## src/rtl/axi_s2mm_ring_pkg.sv

```systemverilog
// Package for the S2MM ring-buffer sequencer.
// Contents: FSM state enum, err_code values, align_up() for descriptor
// lengths and ring_fit(), which decides whether a packet fits in the ring
// and where it starts.
// Ring arithmetic uses a fixed 34-bit width. Any pointer of up to 32 bits
// plus a 17-bit length therefore cannot overflow.
package axi_s2mm_ring_pkg;

   typedef enum logic [2:0] {
      ST_IDLE,
      ST_WAIT_LEN,
      ST_CHECK,
      ST_TRIGGER,
      ST_WAIT_BUSY,
      ST_WAIT_DONE,
      ST_COMMIT,
      ST_HALT
   } state_e;

   localparam logic [1:0] ERR_NONE     = 2'd0;
   localparam logic [1:0] ERR_OVERSIZE = 2'd1;
   localparam logic [1:0] ERR_SLVERR   = 2'd2;
   localparam logic [1:0] ERR_DECERR   = 2'd3;

   localparam int unsigned RING_W = 34;
   typedef logic [RING_W-1:0] ring_t;

   typedef struct packed {
      logic  fit;    // packet can be placed now
      logic  wrap;   // placement skips the tail and starts at offset 0
      ring_t start;  // start offset of the packet inside the ring
   } fit_t;

   // Rounds (len_m1 + 1) up to a multiple of align (a power of two).
   // The result is 17 bits wide because 65536 must be representable.
   function automatic logic [16:0] align_up(input logic [15:0] len_m1,
                                            input int unsigned align);
      logic [17:0] a;
      logic [17:0] sum;
      a   = 18'(align);
      sum = {2'b00, len_m1} + a;   // (len_m1 + 1) + (align - 1)
      return 17'(sum & ~(a - 18'd1));
   endfunction

   // One slot is always kept free, so wr == rd means the ring is empty.
   // A packet must therefore end strictly before rd.
   function automatic fit_t ring_fit(input ring_t wr, input ring_t rd,
                                     input ring_t size, input ring_t len_al);
      fit_t  r;
      ring_t end_off;
      r       = '0;
      end_off = wr + len_al;
      if (rd > wr) begin
         r.fit   = (end_off < rd);
         r.start = wr;
      end else if (end_off < size) begin
         r.fit   = 1'b1;
         r.start = wr;
      end else if (end_off == size) begin
         // Ending at the buffer end wraps wr to 0. That is only legal when
         // the consumer is not sitting at 0.
         r.fit   = (rd != '0);
         r.start = wr;
      end else begin
         r.wrap  = 1'b1;
         r.fit   = (len_al < rd);
         r.start = '0;
      end
      return r;
   endfunction

endpackage

```

## src/rtl/axi_s2mm_ring_ctl.sv

```systemverilog
// axi_s2mm_ring_ctl: sequences axi_s2mm_io so that a packet stream lands in a
// circular buffer in memory.
// Ports:
//   clk, rst_n             clock, synchronous active-low reset
//   enable                 run; a rising edge clears pointers and status
//   cfg_base, cfg_size     ring base address and ring size in bytes
//   rd_ptr                 software consumer offset (flow control)
//   wr_ptr, wrap_ptr       committed producer offset, last wrap-skip offset
//   pkt_count, irq         committed packet count, one-cycle commit pulse
//   halted, err_code       sticky error stop and its cause
//   s_len_*                length descriptor stream (bytes minus one)
//   io_trigger, io_start_addr, io_bytes_to_write
//                          registered command to axi_s2mm_io
//   io_busy, io_response   axi_s2mm_io status; the response is valid when busy falls
// Descriptor handshake: a descriptor transfers on a clock edge where
// s_len_tvalid and s_len_tready are both 1. s_len_tready is high only in
// ST_WAIT_LEN, and it does not depend on s_len_tvalid.
module axi_s2mm_ring_ctl
   import axi_s2mm_ring_pkg::*;
#(
   parameter int unsigned C_AXI_ADDR_WIDTH = 64,
   parameter int unsigned C_PTR_WIDTH      = 24,
   parameter int unsigned C_ALIGN          = 16
) (
   input  logic                        clk,
   input  logic                        rst_n,
   input  logic                        enable,
   input  logic [C_AXI_ADDR_WIDTH-1:0] cfg_base,
   input  logic [C_PTR_WIDTH-1:0]      cfg_size,
   input  logic [C_PTR_WIDTH-1:0]      rd_ptr,
   output logic [C_PTR_WIDTH-1:0]      wr_ptr,
   output logic [C_PTR_WIDTH-1:0]      wrap_ptr,
   output logic [31:0]                 pkt_count,
   output logic                        irq,
   output logic                        halted,
   output logic [1:0]                  err_code,
   input  logic [15:0]                 s_len_tdata,
   input  logic                        s_len_tvalid,
   output logic                        s_len_tready,
   output logic                        io_trigger,
   output logic [C_AXI_ADDR_WIDTH-1:0] io_start_addr,
   output logic [15:0]                 io_bytes_to_write,
   input  logic                        io_busy,
   input  logic [1:0]                  io_response
);

   state_e                        state_q;
   logic                          enable_q;
   logic [15:0]                   len_q;
   logic [C_PTR_WIDTH-1:0]        start_q;
   logic                          wrap_q;
   logic [1:0]                    resp_q;
   logic [C_PTR_WIDTH-1:0]        wr_ptr_q;
   logic [C_PTR_WIDTH-1:0]        wrap_ptr_q;
   logic [31:0]                   pkt_count_q;
   logic                          irq_q;
   logic                          halted_q;
   logic [1:0]                    err_code_q;
   logic                          io_trigger_q;
   logic [C_AXI_ADDR_WIDTH-1:0]   io_start_addr_q;
   logic [15:0]                   io_bytes_q;

   logic                          en_rise;
   logic [16:0]                   len_al;
   ring_t                         size_w;
   ring_t                         len_al_w;
   ring_t                         commit_end;
   logic                          oversize;
   fit_t                          fit_d;
   logic [C_PTR_WIDTH-1:0]        wr_ptr_d;

   assign en_rise    = enable & ~enable_q;
   assign len_al     = align_up(len_q, C_ALIGN);
   assign size_w     = ring_t'(cfg_size);
   assign len_al_w   = ring_t'(len_al);
   // One aligned slot must stay free, so the largest packet is size - C_ALIGN.
   assign oversize   = (len_al_w > (size_w - ring_t'(C_ALIGN)));
   assign fit_d      = ring_fit(ring_t'(wr_ptr_q), ring_t'(rd_ptr), size_w, len_al_w);
   assign commit_end = ring_t'(start_q) + len_al_w;
   assign wr_ptr_d   = (commit_end == size_w) ? '0 : C_PTR_WIDTH'(commit_end);

   always_ff @(posedge clk) begin
      if (!rst_n) begin
         state_q         <= ST_IDLE;
         enable_q        <= 1'b0;
         len_q           <= '0;
         start_q         <= '0;
         wrap_q          <= 1'b0;
         resp_q          <= '0;
         wr_ptr_q        <= '0;
         wrap_ptr_q      <= '0;
         pkt_count_q     <= '0;
         irq_q           <= 1'b0;
         halted_q        <= 1'b0;
         err_code_q      <= ERR_NONE;
         io_trigger_q    <= 1'b0;
         io_start_addr_q <= '0;
         io_bytes_q      <= '0;
      end else begin
         enable_q     <= enable;
         irq_q        <= 1'b0;
         io_trigger_q <= 1'b0;
         case (state_q)
            ST_IDLE: begin
               // The halted flag is cleared by the same edge that sees
               // enable rise, so a rise alone is enough to restart.
               if (enable && (!halted_q || en_rise)) state_q <= ST_WAIT_LEN;
            end
            ST_WAIT_LEN: begin
               // An accepted descriptor is always processed, even if enable
               // dropped in the same cycle.
               if (s_len_tvalid) begin
                  len_q   <= s_len_tdata;
                  state_q <= ST_CHECK;
               end else if (!enable) begin
                  state_q <= ST_IDLE;
               end
            end
            ST_CHECK: begin
               // Re-evaluated every cycle, so a moving rd_ptr unblocks us.
               if (oversize) begin
                  err_code_q <= ERR_OVERSIZE;
                  halted_q   <= 1'b1;
                  state_q    <= ST_HALT;
               end else if (fit_d.fit) begin
                  start_q         <= C_PTR_WIDTH'(fit_d.start);
                  wrap_q          <= fit_d.wrap;
                  io_start_addr_q <= cfg_base + C_AXI_ADDR_WIDTH'(fit_d.start);
                  io_bytes_q      <= len_q;
                  io_trigger_q    <= 1'b1;
                  state_q         <= ST_TRIGGER;
               end
            end
            ST_TRIGGER:   state_q <= ST_WAIT_BUSY;
            ST_WAIT_BUSY: if (io_busy) state_q <= ST_WAIT_DONE;
            ST_WAIT_DONE: begin
               if (!io_busy) begin
                  resp_q  <= io_response;
                  state_q <= ST_COMMIT;
               end
            end
            ST_COMMIT: begin
               // The data was written whatever the response, so the packet
               // is committed before the error stops the ring.
               wr_ptr_q    <= wr_ptr_d;
               if (wrap_q) wrap_ptr_q <= wr_ptr_q;
               irq_q       <= 1'b1;
               pkt_count_q <= pkt_count_q + 32'd1;
               if (resp_q[1]) begin
                  halted_q   <= 1'b1;
                  err_code_q <= resp_q;
                  state_q    <= ST_HALT;
               end else if (enable) begin
                  state_q <= ST_WAIT_LEN;
               end else begin
                  state_q <= ST_IDLE;
               end
            end
            ST_HALT:  if (!enable) state_q <= ST_IDLE;
            default:  state_q <= ST_IDLE;
         endcase
         // A fresh enable overrides any update made above in this cycle.
         if (en_rise) begin
            wr_ptr_q    <= '0;
            wrap_ptr_q  <= '0;
            pkt_count_q <= '0;
            halted_q    <= 1'b0;
            err_code_q  <= ERR_NONE;
         end
      end
   end

   assign s_len_tready      = (state_q == ST_WAIT_LEN);
   assign wr_ptr            = wr_ptr_q;
   assign wrap_ptr          = wrap_ptr_q;
   assign pkt_count         = pkt_count_q;
   assign irq               = irq_q;
   assign halted            = halted_q;
   assign err_code          = err_code_q;
   assign io_trigger        = io_trigger_q;
   assign io_start_addr     = io_start_addr_q;
   assign io_bytes_to_write = io_bytes_q;

endmodule

```

## config.mk

```make
export PLATFORM = sky130hd
export DESIGN_NAME = axi_s2mm_ring_ctl
export DESIGN_NICKNAME = d
export VERILOG_FILES = /design/src/rtl/axi_s2mm_ring_pkg.sv /design/src/rtl/axi_s2mm_ring_ctl.sv
export SDC_FILE = /design/constraint.sdc
export NUM_CORES = 1
export LEC_CHECK = 0
export BUFFER_PORTS_ARGS = -buffer_cell sky130_fd_sc_hd__buf_2
export CORE_ASPECT_RATIO = 1.25
export CORE_MARGIN = 2
export CORE_UTILIZATION = 45
export CTS_CLUSTER_SIZE = 28
export DETAILED_ROUTE_END_ITERATION = 10
export PLACE_DENSITY = 0.69
export SETUP_SLACK_MARGIN = 0.5
export SKIP_LAST_GASP = 1
export SLEW_MARGIN = 20
export SYNTH_ARGS = -nofsm -noshare
export SYNTH_HDL_FRONTEND = slang
export SYNTH_SLANG_ARGS = --single-unit
```

## constraint.sdc

```tcl
create_clock -name clk -period 10 [get_ports clk]
set_input_delay 0.5 -clock clk [delete_from_list [all_inputs] [get_ports clk]]
set_output_delay 0.5 -clock clk [all_outputs]
set_load 0.05 [all_outputs]
```

==> results of run 1 <==
worst register-to-register path, delay by kind of cell (launching register included):
kind | cells | cell delay [ps]
simple gates | 10 | 2140
compound gates | 15 | 4000
flops | 1 | 400
xor+xnor | 2 | 690
buf+inv | 1 | 360
fa+ha+maj | 3 | 980
where the power goes:
part           leakage (nW)  internal (mW)  switching (mW)
Combinational          5.81          0.109           0.217
Clock                 0.347          0.474           0.361
Sequential             1.71          0.858          0.0137
synthesized netlist by cell type (4+ instances only):
master	count	area (um^2)
a2111oi_0	9	78.8
a211o_1	7	61.3
a211oi_1	16	120
a21o_1	32	240
a21oi_1	146	731
a31o_1	4	35.0
a31oi_1	6	37.5
and2_1	31	194
and3_1	34	213
and4_1	17	149
buf_1	5	18.8
buf_2	18	90.1
buf_4	4	30.0
clkbuf_1	85	319
dfxtp_1	212	4240
ha_1	152	1900
inv_1	98	368
mux2i_1	39	390
nand2_1	211	792
nand2b_1	7	43.8
nand3_1	88	440
nand4_1	114	713
nor2_1	125	469
nor2b_1	15	93.8
nor3_1	50	250
nor4_1	18	113
o2111ai_1	11	96.3
o211ai_1	10	75.1
o21a_1	20	150
o21ai_0	43	215
o21ai_1	12	60.1
o21bai_1	9	67.6
o31ai_1	60	450
o41ai_1	6	52.6
or3_1	11	68.8
or4_1	4	30.0
xnor2_1	90	788
xor2_1	67	587
cell usage in the layout, fill, tap and decap left out, types with 88 or more instances in the layout:
| cell | instances |
|---|---|
| buf_2 | 299 |
| dfxtp_1 | 212 |
| nand2_1 | 211 |
| ha_1 | 152 |
| a21oi_1 | 146 |
| nor2_1 | 125 |
| nand4_1 | 114 |
| inv_1 | 98 |
| xnor2_1 | 90 |
| nand3_1 | 88 |
cells by family after synthesis:
family,count (synthesis),share of synthesized area [%]
compound gates,431,18.4
xor+xnor,160,9.29
fa+ha+maj,155,12.6
buf+inv,215,5.55
flops,212,27.3
mux,39,2.51
simple gates,747,24.3
sequential cells by signal, summed over array words and instances, names as in the netlist, 2 cells and up:
name,count
io_start_addr,64
resp_q,2
pkt_count,32
io_bytes_to_write,16
err_code,2
start_q,24
state_q,3
wrap_ptr,24
wr_ptr,24
len_q,16
worst max path at each step:
| stage | end | from | depth (start not counted) |
|---|---|---|---|
| floorplan | io_start_addr[46] | len_q[4] | 35 |
| global placement | io_start_addr[31] | len_q[4] | 31 |
| detailed placement | io_start_addr[33] | len_q[4] | 31 |
| CTS | io_start_addr[51] | len_q[4] | 31 |
| global route | io_start_addr[63] | len_q[4] | 31 |
| finish | io_start_addr[63] | len_q[8] | 31 |
routing by layer:
layer | share of wire, % | up-vias | wire length [um]
met5 | 0.069 | - | 38
met4 | 5.2 | 6 | 2860
met3 | 7.0 | 141 | 3860
met2 | 47 | 655 | 26100
met1 | 41 | 7449 | 22400
li1 | - | 7551 | -
area by class of cell:
type                            count  area, um^2
Clock buffer                       38         693
Tap cell                          429         537
Sequential cell                   212        4240
Timing Repair Buffer              315        1620
Multi-Input combinational cell   1532       10400
Antenna cell                        1        2.50
Inverter                           99         372
Clock inverter                      4        36.3
Fill cell                        3292       16300
per-stage QoR:
stage	hold slack, ps	worst slack, ps
floorplan	437	2970
global placement	439	1710
detailed placement	443	1570
CTS	178	1560
global route	194	870
finish	195	1340
==> impl_results.md, run 1 <==
- GR met1 Demand/Resource: 36.1%
- Final Non-Filler Cells: 2630
- Gr ovfl total: 0
- Die X-Extent: between 150 and 200 um
- IO buf count: 300
- Critical path's slowest cell: o21bai_2
- Pwr dens: 113 nW/um^2
- Layout area overhead: 15.6%
- Met3 Use GR: ~5.6%
- Crit Path Category: flip-flop to flip-flop
- Die height: 212 um
- Hold path endpoint: resp_q[0]
- Initial Util: a little under half
- CP endpoint kind: flip-flop
- Routed vias: 15800
- Root Buffer: clkbuf_16
- CP max stage delay: 650 ps
- Final setup violation count: 0
- Slew Viols, Final: 0
- Fin crit period: 8660 ps
- Hold Startpoint: io_response[0]
- Reg2reg setup slack: between 1000 and 1500 ps
- Post-Route Setup TNS: 0 ps
- Core ar.: 34200 um^2
- Maximum clock frequency: 0.115 GHz
- CTS buffer count: 24
- Hold-fix buffers, CTS: 0
- Top FF cell, synth: dfxtp_1
- Synth Warn #: 0
- Initial antenna violation count: 5
- Max rail drop VDD: 114 uV
- Initial DRC Count: 1135
- Post-detail-place hpwl: 42100 um
- Placed cell area: 17200 um^2
- Data arrival, critical path: 9100 ps
- Yosys cell types: 81
- Gr usage total: between 20% and 30%
- Per-cell routed wire length: ~21 um
- Synthesized area: between 15000 and 20000 um^2
- CTS Buffer Depth: 3
- R2R Path End: io_start_addr[63]
- Placed insts: 2587
- Number of clock sinks: about 210
- Clock skew: 25.7 ps
- Post-CTS setup buffers: 0
- Syn nets: 2249
- Hold Crit Depth: 3
- Total power: 2.03 mW
- RSZ-0062 raised after global routing: false
- Asr flop ratio synth: 0%
- Worst reg2reg path startpoint: len_q[8]
- Layout cells sized above 1: 16.8%
- Avg Cell Area, Syn: 7.93 um^2
- CP max FO: 22
- Clock Latency Late Sink: 550 ps
- Vias per cell: between 6 and 7
- Hold crit path type: primary input to flip-flop
- Final GP Congestion: 0.958
- CP delay by family, top: compound AO/OA/AOI/OAI gates
- Final Cell Area: 17900 um^2
- Status: completed
- I/O pin total: between 300 and 400
- Top cell by count, worst path: a21oi_1
- Final Hold Viols: 0
- Nets: 2474
- Die area: 36000 um^2
- CTS clock-pin slew for the worst setup and hold paths: 60 ps
- Vias in the first global route: 15300
- First-pass GRT wire length: 84600 um
- Period utilisation layout: between 80 and 90%
- # rows: 76
- Startpoint types: flip-flop
- R2R cell count: 31
- Final WL: approximately 55000 um
- Slew of the pin with the lowest slew margin: ~1100 ps
- Met2 Use GR: between 50% and 60%
- GR peak layer: met2
- Final core utilization: between 50% and 60%
- CTS tree: yes
- Relative slew slack: 25.0%
- Max cap viols: 0
- # DRC: 0
- Largest net degree at the start of global routing: 85
- LEAKAGE: 7.86 nW
- Post-Synthesis Cells: 1959
- Worst EP required: 10440 ps
- H-Tree Depth: 1
- DR pass1 iterations: 6
- Register area share after synthesis: between 20% and 30%
- CTS resizes: 0
- WP buf/inv: 1
- Number of synthesized register bits: 212
- Post-synth EDFFs: 0
- Antenna-violating nets left: 0
Power figures use the tool's default switching activity.
==> run 2: changes to the inputs <==
--- a/config.mk
+++ b/config.mk
@@ -8,10 +8,11 @@
 export BUFFER_PORTS_ARGS = -buffer_cell sky130_fd_sc_hd__buf_2
 export CORE_ASPECT_RATIO = 1.25
 export CORE_MARGIN = 2
-export CORE_UTILIZATION = 45
+export CORE_UTILIZATION = 58
+export CTS_BUF_LIST = sky130_fd_sc_hd__clkbuf_4 sky130_fd_sc_hd__clkbuf_8
 export CTS_CLUSTER_SIZE = 28
 export DETAILED_ROUTE_END_ITERATION = 10
-export PLACE_DENSITY = 0.69
+export PLACE_DENSITY = 0.85
 export SETUP_SLACK_MARGIN = 0.5
 export SKIP_LAST_GASP = 1
 export SLEW_MARGIN = 20
==> impl_results.md, run 2 (synthesis gave the netlist of run 1 again) <==
- Status: completed
- Initial antenna violation count: 0
- Hold-fix buffers, CTS: 0
- Slew of the pin with the lowest slew margin: 1100 ps
- # DRC: 0
- Post-detail-place hpwl: 40200 um
- H-Tree Depth: 2
- CTS Buffer Depth: 3
- Reg2reg setup slack: 1570 ps
- Data arrival, critical path: approximately 8900 ps
- Fin crit period: 8430 ps
- Worst reg2reg path startpoint: len_q[4]
- CTS clock-pin slew for the worst setup and hold paths: 60 ps
- Clock Latency Late Sink: 550 ps
- CP max FO: 23
- Initial Util: 59.3%
- CTS buffer count: 35
- Period utilisation layout: 84.3%
- Post-CTS setup buffers: 0
- Final WL: 52900 um
- Most frequent cells in the layout: 299 x buf_2, 212 x dfxtp_1, 211 x nand2_1
- Met1 Wirelength: 20700 um
- CP max stage delay: 730 ps
- Maximum clock frequency: 0.119 GHz
- Top sig layer: met4
- Largest register FFs: 64
- Total power: 2.03 mW
- WL met3: 4700 um
- Final setup violation count: 0
- Pwr dens: 114 nW/um^2
- Final GP Congestion: 0.952
- IO buf count: 300
- Max rail drop VDD: 120 uV
- Startpoint types: flip-flop
- Core ar.: 26200 um^2
- Largest net degree at the start of global routing: 95
- Final Hold Viols: 0
- Post-Route Setup TNS: 0 ps
- Vias in the first global route: ~16000
- Launch point of the critical path: len_q[4]
- Layout cells sized above 1: 17.9%
- Routed vias: 16100
- Number of clock sinks: 212
- Critical path's slowest cell: o21bai_2
- Layout area overhead: 15.0%
- CP endpoint kind: flip-flop
- Vias per cell: around 6.3
- LEAKAGE: 7.91 nW
- Die height: around 190 um
- CTS resizes: 0
- Worst EP required: 10420 ps
- Hold Startpoint: s_len_tdata[1]
- Slew Viols, Final: 0
- Clock skew: between 40 and 50 ps
- DR WL met2: 25000 um
- Commonest non-fill, non-tap cell in the layout: buf_2
- Hold crit path type: primary input to flip-flop
- Crit Path Category: flip-flop to flip-flop
- I/O pin total: 301
- Nets: 2484
- CTS tree: yes
- Initial DRC Count: 1077
- DR pass1 iterations: 5
- Die X-Extent: around 150 um
- Max cap viols: 0
- Gr ovfl total: 0
- WHS: about 200 ps
- Antenna-violating nets left: 0
- Gr usage total: 36.4%
- Die area: 28100 um^2
- Relative slew slack: approximately a quarter
- Root Buffer: clkbuf_8
- Per-cell routed wire length: 20.7 um
- First-pass GRT wire length: 82400 um
- # rows: 66
- RSZ-0062 raised after global routing: false
## run 2: area by class of cell
cell class / instances / area [um^2]
multi-input cells: 1532 / 10400
fillers: 2183 / 8320
flip-flops and latches: 212 / 4240
repair buffers: 314 / 1610
clock buffers: 55 / 694
well taps: 340 / 425
inverters: 99 / 372
clock inverters: 6 / 63.8
diodes: 1 / 2.50
## run 2: critical path, delay by kind of cell, from the launching register on
| family | cells | cell delay, ps |
|---|---|---|
| DFF | 1 | 420 |
| AOI/OAI and AO/OA | 17 | 4490 |
| adders and majority gates | 3 | 970 |
| buffers and inverters | 1 | 110 |
| and+or+nand+nor | 8 | 1710 |
| xor gates and xnor gates | 2 | 610 |
## run 2: routing by layer
layer	vias to the layer above	GRT usage, %
met3	159	7.78
li1	7580	-
met2	805	60.8
met1	7549	44.3
met5	-	0
met4	0	17.0
## run 2: power breakdown
group,leakage [nW],total [mW],internal (mW),switching [mW]
registers,1.71,0.871,0.858,0.0131
clock network,0.402,0.840,0.469,0.371
logic,5.80,0.321,0.109,0.211
## run 2: path summary, 6_finish.rpt
path	endpoint	cells after the start
max	io_start_addr[63]	31
min	len_q[1]	3
max reg2reg	io_start_addr[63]	31
min reg2reg	wrap_ptr[21]	2
## run 2: metrics by stage
step	utilization (%)	instance area, um^2	std cells	setup WS, ps
2_1_floorplan	-	15500	1959	2970
3_3_place_gp	65.3	17100	2497	1990
3_5_place_dp	65.3	17100	2497	1780
4_1_cts	68.2	17900	2558	1750
5_1_grt	68.2	17900	2558	862
6_report	68.2	17900	2559	1570
